$ cat src/rtl/bcd_count_scan.sv
// Multi-digit BCD up/down counter with clear/load, plus a time-multiplexed
// display scanner that feeds one shared 7-segment decoder and active-low anodes.
module bcd_count_scan #(
    parameter int DIGITS        = 4,
    parameter int SCAN_DIV      = 1000,
    parameter int BLANK_LEADING = 1
) (
    input  logic                  clk,
    input  logic                  rst,
    input  logic                  clear,
    input  logic                  load,
    input  logic [4*DIGITS-1:0]   load_val,
    input  logic                  en,
    input  logic                  up,
    output logic [4*DIGITS-1:0]   count,
    output logic                  carry,
    output logic [3:0]            bcd_out,
    output logic [DIGITS-1:0]     digit_sel,
    output logic                  blank
);

    localparam int W  = 4 * DIGITS;
    localparam int IW = (DIGITS > 1) ? $clog2(DIGITS) : 1;
    localparam int PW = (SCAN_DIV > 1) ? $clog2(SCAN_DIV) : 1;

    logic [W-1:0]        inc_val;
    logic [W-1:0]        dec_val;
    logic [W-1:0]        clamp_val;
    logic                inc_wrap;
    logic                dec_wrap;
    logic [DIGITS-1:0]   zero_above;

    logic [PW-1:0]       presc;
    logic [IW-1:0]       idx;
    logic [IW-1:0]       nidx;
    logic                scan_tick;
    logic                nidx_blank;
    logic [3:0]          nidx_bcd;
    logic [3:0]          bcd_next;
    logic [DIGITS-1:0]   sel_next;

    // Ripple increment/decrement; the final carry/borrow out marks the wrap.
    always_comb begin : step_calc
        logic       c;
        logic       b;
        logic [3:0] d;
        inc_val = count;
        dec_val = count;
        c       = 1'b1;
        b       = 1'b1;
        d       = 4'd0;
        for (int i = 0; i < DIGITS; i++) begin
            d = count[4*i +: 4];
            if (c) begin
                inc_val[4*i +: 4] = (d == 4'd9) ? 4'd0 : d + 4'd1;
                c = (d == 4'd9);
            end
            if (b) begin
                dec_val[4*i +: 4] = (d == 4'd0) ? 4'd9 : d - 4'd1;
                b = (d == 4'd0);
            end
        end
        inc_wrap = c;
        dec_wrap = b;
    end

    // zero_above[i] is set when nibbles i..DIGITS-1 are all zero.
    always_comb begin : zero_calc
        logic z;
        z          = 1'b1;
        zero_above = '0;
        for (int i = DIGITS - 1; i >= 0; i--) begin
            z             = z & (count[4*i +: 4] == 4'd0);
            zero_above[i] = z;
        end
    end

    generate
        for (genvar gi = 0; gi < DIGITS; gi++) begin : g_digit
            logic [3:0] lv;
            assign lv                   = load_val[4*gi +: 4];
            assign clamp_val[4*gi +: 4] = (lv > 4'd9) ? 4'd9 : lv;
            assign sel_next[gi]         = (nidx != IW'(gi)) | nidx_blank;
        end
    endgenerate

    assign scan_tick  = (presc == PW'(SCAN_DIV - 1));
    assign nidx       = (idx == IW'(DIGITS - 1)) ? '0 : idx + IW'(1);
    assign nidx_bcd   = count[4*nidx +: 4];
    assign nidx_blank = (BLANK_LEADING != 0) && (nidx != '0) && zero_above[nidx];
    assign bcd_next   = nidx_blank ? 4'd0 : nidx_bcd;

    always_ff @(posedge clk or posedge rst) begin
        if (rst) begin
            count     <= '0;
            carry     <= 1'b0;
            presc     <= '0;
            idx       <= '0;
            bcd_out   <= 4'd0;
            digit_sel <= {{(DIGITS-1){1'b1}}, 1'b0};
            blank     <= 1'b0;
        end else begin
            carry <= 1'b0;
            if (clear) begin
                count <= '0;
            end else if (load) begin
                count <= clamp_val;
            end else if (en) begin
                if (up) begin
                    count <= inc_val;
                    carry <= inc_wrap;
                end else begin
                    count <= dec_val;
                    carry <= dec_wrap;
                end
            end

            // Scanner samples the pre-update count on the advance edge.
            if (scan_tick) begin
                presc     <= '0;
                idx       <= nidx;
                bcd_out   <= bcd_next;
                digit_sel <= sel_next;
                blank     <= nidx_blank;
            end else begin
                presc <= presc + PW'(1);
            end
        end
    end

endmodule

$ cat config.mk
export PLATFORM = sky130hd
export DESIGN_NAME = bcd_count_scan
export DESIGN_NICKNAME = d
export VERILOG_FILES = /design/src/rtl/bcd_count_scan.sv
export SDC_FILE = /design/constraint.sdc
export NUM_CORES = 1
export LEC_CHECK = 0
export CELL_PAD_IN_SITES_DETAIL_PLACEMENT = 0
export CELL_PAD_IN_SITES_GLOBAL_PLACEMENT = 1
export CORE_MARGIN = 4
export CORE_UTILIZATION = 37
export CTS_BUF_LIST = sky130_fd_sc_hd__clkbuf_2 sky130_fd_sc_hd__clkbuf_4 sky130_fd_sc_hd__clkbuf_8
export CTS_CLUSTER_SIZE = 24
export DETAILED_ROUTE_END_ITERATION = 8
export PLACE_DENSITY = 0.9
export SYNTH_ARGS = -nofsm -noshare
export SYNTH_HDL_FRONTEND = slang
export SYNTH_SLANG_ARGS = --single-unit
$ cat constraint.sdc
create_clock -name clk -period 2.1 [get_ports clk]
set_input_delay 0.42 -clock clk [delete_from_list [all_inputs] [get_ports clk]]
set_output_delay 0.42 -clock clk [all_outputs]
set_load 0.005 [all_outputs]
==> key figures <==
Outcome
  • Status: completed

Worst setup path
  • CP Launch Type: primary input
  • Worst Path Arrival: 2220 ps
  • CP peak stage delay: roughly 580 ps
  • Worst r2r src: count[0]
  • Slowest stage cell, crit path: or4b_4
  • Capture point of the worst reg-to-reg path: count[4]
  • Cell family with most CP delay: simple AND/OR/NAND/NOR gates
  • Critical path, cell by cell: clkdlybuf4s50_1, or4b_4, nor3b_4, o21ai_2, mux2_1, o21a_1
  • Cells on worst reg2reg path: 6
  • Crit path buf inv count: 1
  • Worst EP required: ~2300 ps
  • Crit Path Category: primary input to register
  • Reg2Reg Setup Slack: ~100 ps
  • Max FO, Critical Path: 2
  • Critical Path Sink Type: register

Synthesis
  • Syn nets: around 360
  • Library cells used by synthesis: between 50 and 60
  • Post-synth EDFFs: 0
  • Synth top area share: roughly 31%
  • Mapped Cells: approximately 320
  • Synth Warn #: 0
  • Synth area leader: dfrtp_1
  • Ranking of synthesized cells by area: dfrtp_1 (31%), ha_1 (8.0%), nand2_1 (4.3%), o21ai_0 (4.1%), a21oi_1 (3.9%)
  • Async set or reset register ratio after synthesis: between 90% and 100%
  • Primary FF master, synth: dfrtp_1
  • Avg Inst Size Synth: around 8.7 um^2
  • Cell area after synthesis: about 2800 um^2
  • Flops & latches, synth: 38
  • Seq/Total Area, Yosys: about a third

Power and ir drop
  • Leakage Power: ~1.6 nW
  • Worst vdd ir: between 0.0003 and 0.0004 V
  • PwrDens: approximately 530 nW/um^2
  • Power, Total: between 2 and 2.5 mW

CTS
  • TritonCTS Sinks: 38
  • TritonCTS clock tree: done
  • # H-tree levels: 2
  • Cts bufs inserted: 5
  • Hold buffers post-CTS: 0
  • Clock Tree Buf Depth: 2
  • Clk slew on worst S/H paths: about 90 ps
  • Clk root buf: clkbuf_8
  • Skew-Pair Late Insertion Delay: about 300 ps

Global routing
  • Initial antenna violation count: 0
  • First-pass GRT wire length: roughly 13,000 um
  • Largest net degree at the start of global routing: 39
  • Vias in the first global route: approximately 2,600
  • Total grt overflow: 0
  • GRT Total Usage: between 15 and 20%

Worst hold path
  • Hold_sp: presc[0]
  • Worst hold path cell count: 1
  • Worst min path class: register to register
  • WHS Endpoint: presc[0]

Detailed routing
  • Residual DRC: 0
  • Initial DRC count: between 100 and 150
  • DR WL/cell: roughly 15 um
  • DRT Pass-1 Iters: 4
  • Vias per cell: 5.44
  • Post-route ant nets: 0
  • Final WL: about 7600 um
  • Via Count: 2,700

STA
  • Worst relative slew slack: approximately 66%
  • Max Transition Viols Final: 0
  • Worst-Margin Slew: 517 ps
  • Setup TNS: 0 ps
  • Minimum clock period: about 2000 ps
  • Skew final: slightly above 7 ps
  • Min Hold Slack: roughly 460 ps
  • Final hold violation count: 0
  • Fmax: roughly 0.5 GHz
  • RSZ-0062 raised after global routing: yes
  • Fin crit share: just under 100%
  • Setup violators final: 0

Cells and area
  • Final instance area: 3770 um^2
  • Util after Layout: 51.4%
  • Share of cells above drive strength 1: a little under a fifth
  • Leading cell types in the layout, fill and taps excluded: clkdlybuf4s50_1 (47), dfrtp_1 (34), buf_4 (34)
  • Area delta synth->final: 33.4%
  • Multi-input gate area: 1770 um^2
  • Sequential cell area: 956 um^2
  • Number of diodes: 0
  • Commonest non-fill, non-tap cell in the layout: clkdlybuf4s50_1
  • Fillers: just under 700
  • Total Nets Final: around 440

Flow run
  • Number of max-cap violations: 0

Place
  • Input/output buffers: 47
  • Gp weighted congestion: around 0.88
  • Post-DP HPWL: roughly 5600 um
  • Placed Area: 3590 um^2

Floorplan
  • Die H: approximately 95 um
  • Ports: 48
  • Die Wd: roughly 95 um
  • Die ar.: slightly above 9000 um^2
  • Starting density of the core: approximately two fifths
  • Row count: 31
  • Core area: ~7300 um^2
==> synth_stat cells (3+ instances only) <==
master    number
nand2_1       32
nand3_1       15
ha_1          18
inv_1         19
a21oi_1       22
a211o_1        4
o21ai_0       23
a311oi_1       5
xor2_1         3
nand2b_1      11
o21bai_1       3
a31oi_1        8
o211ai_1       4
a221oi_1       5
nor2_1        26
clkbuf_1      13
or3_1          3
nor3_1         4
dfrtp_1       35
mux4_2         4
dfstp_2        3
a211oi_1       4
and3_1         4
mux2_2         6
nor2b_1        5
nand3b_1       6
==> final cells by class <==
| type | count | share of cell area (%) |
|---|---|---|
| clock buffer | 5 | 1.83 |
| multi-input combinational | 250 | 47.0 |
| inverter | 20 | 1.99 |
| sequential | 38 | 25.4 |
| clock inverter | 3 | 1.20 |
| timing repair buffer | 81 | 19.3 |
| tap | 99 | 3.29 |
==> metrics by stage <==
step	setup WS, ps	std cells
finish	80.4	496
floorplan	9.13	324
global placement	-229	486
CTS	34.5	494
detailed placement	-257	486
global route	-6.50	496
==> routing by layer <==
metal | routed length (um) | GRT usage (%) | part of all wire [%]
met5 | 0 | 0 | 0
met2 | 3650 | 28.9 | 48
met4 | 50 | 4.45 | 0.66
met3 | 406 | 3.08 | 5.3
met1 | 3510 | 25.4 | 46
==> worst max-delay path by stage <==
stage	startpoint	to	slack, ps	cells after the start
global placement	up	count[8]	-230	6
detailed placement	up	count[14]	-260	6
CTS	count[4]	count[14]	30	7
global route	up	count[14]	-7	7
floorplan	count[4]	count[14]	9	7
finish	up	count[14]	80	6
==> power by group <==
part           switching [mW]  total (mW)  internal, mW  leakage [nW]
clock network           0.314       0.668         0.354        0.0504
logic                   0.266       0.549         0.283          1.02
registers              0.0378       0.794         0.757         0.490
==> flip-flops by register name, indices dropped and copies added, names as in the netlist <==
register and flops:
count 16, presc 10, bcd_out 4, digit_sel 4
idx 2, blank 1, carry 1
==> repair_timing <==
item,4_1_cts,5_1_grt
pin swaps,0,6
endpoints found under the setup margin,2,12
buffers inserted,0,2
resized for setup,1,10
==> cells by family after synthesis <==
logic type	synth area share [%]
AOI/OAI and AO/OA	22.0
muxes	6.69
buffers and inverters	5.14
adders and majority gates	7.98
DFF	33.8
xor gates and xnor gates	1.55
and+or+nand+nor	22.8
Note: power is estimated with default switching activity, not from simulation.
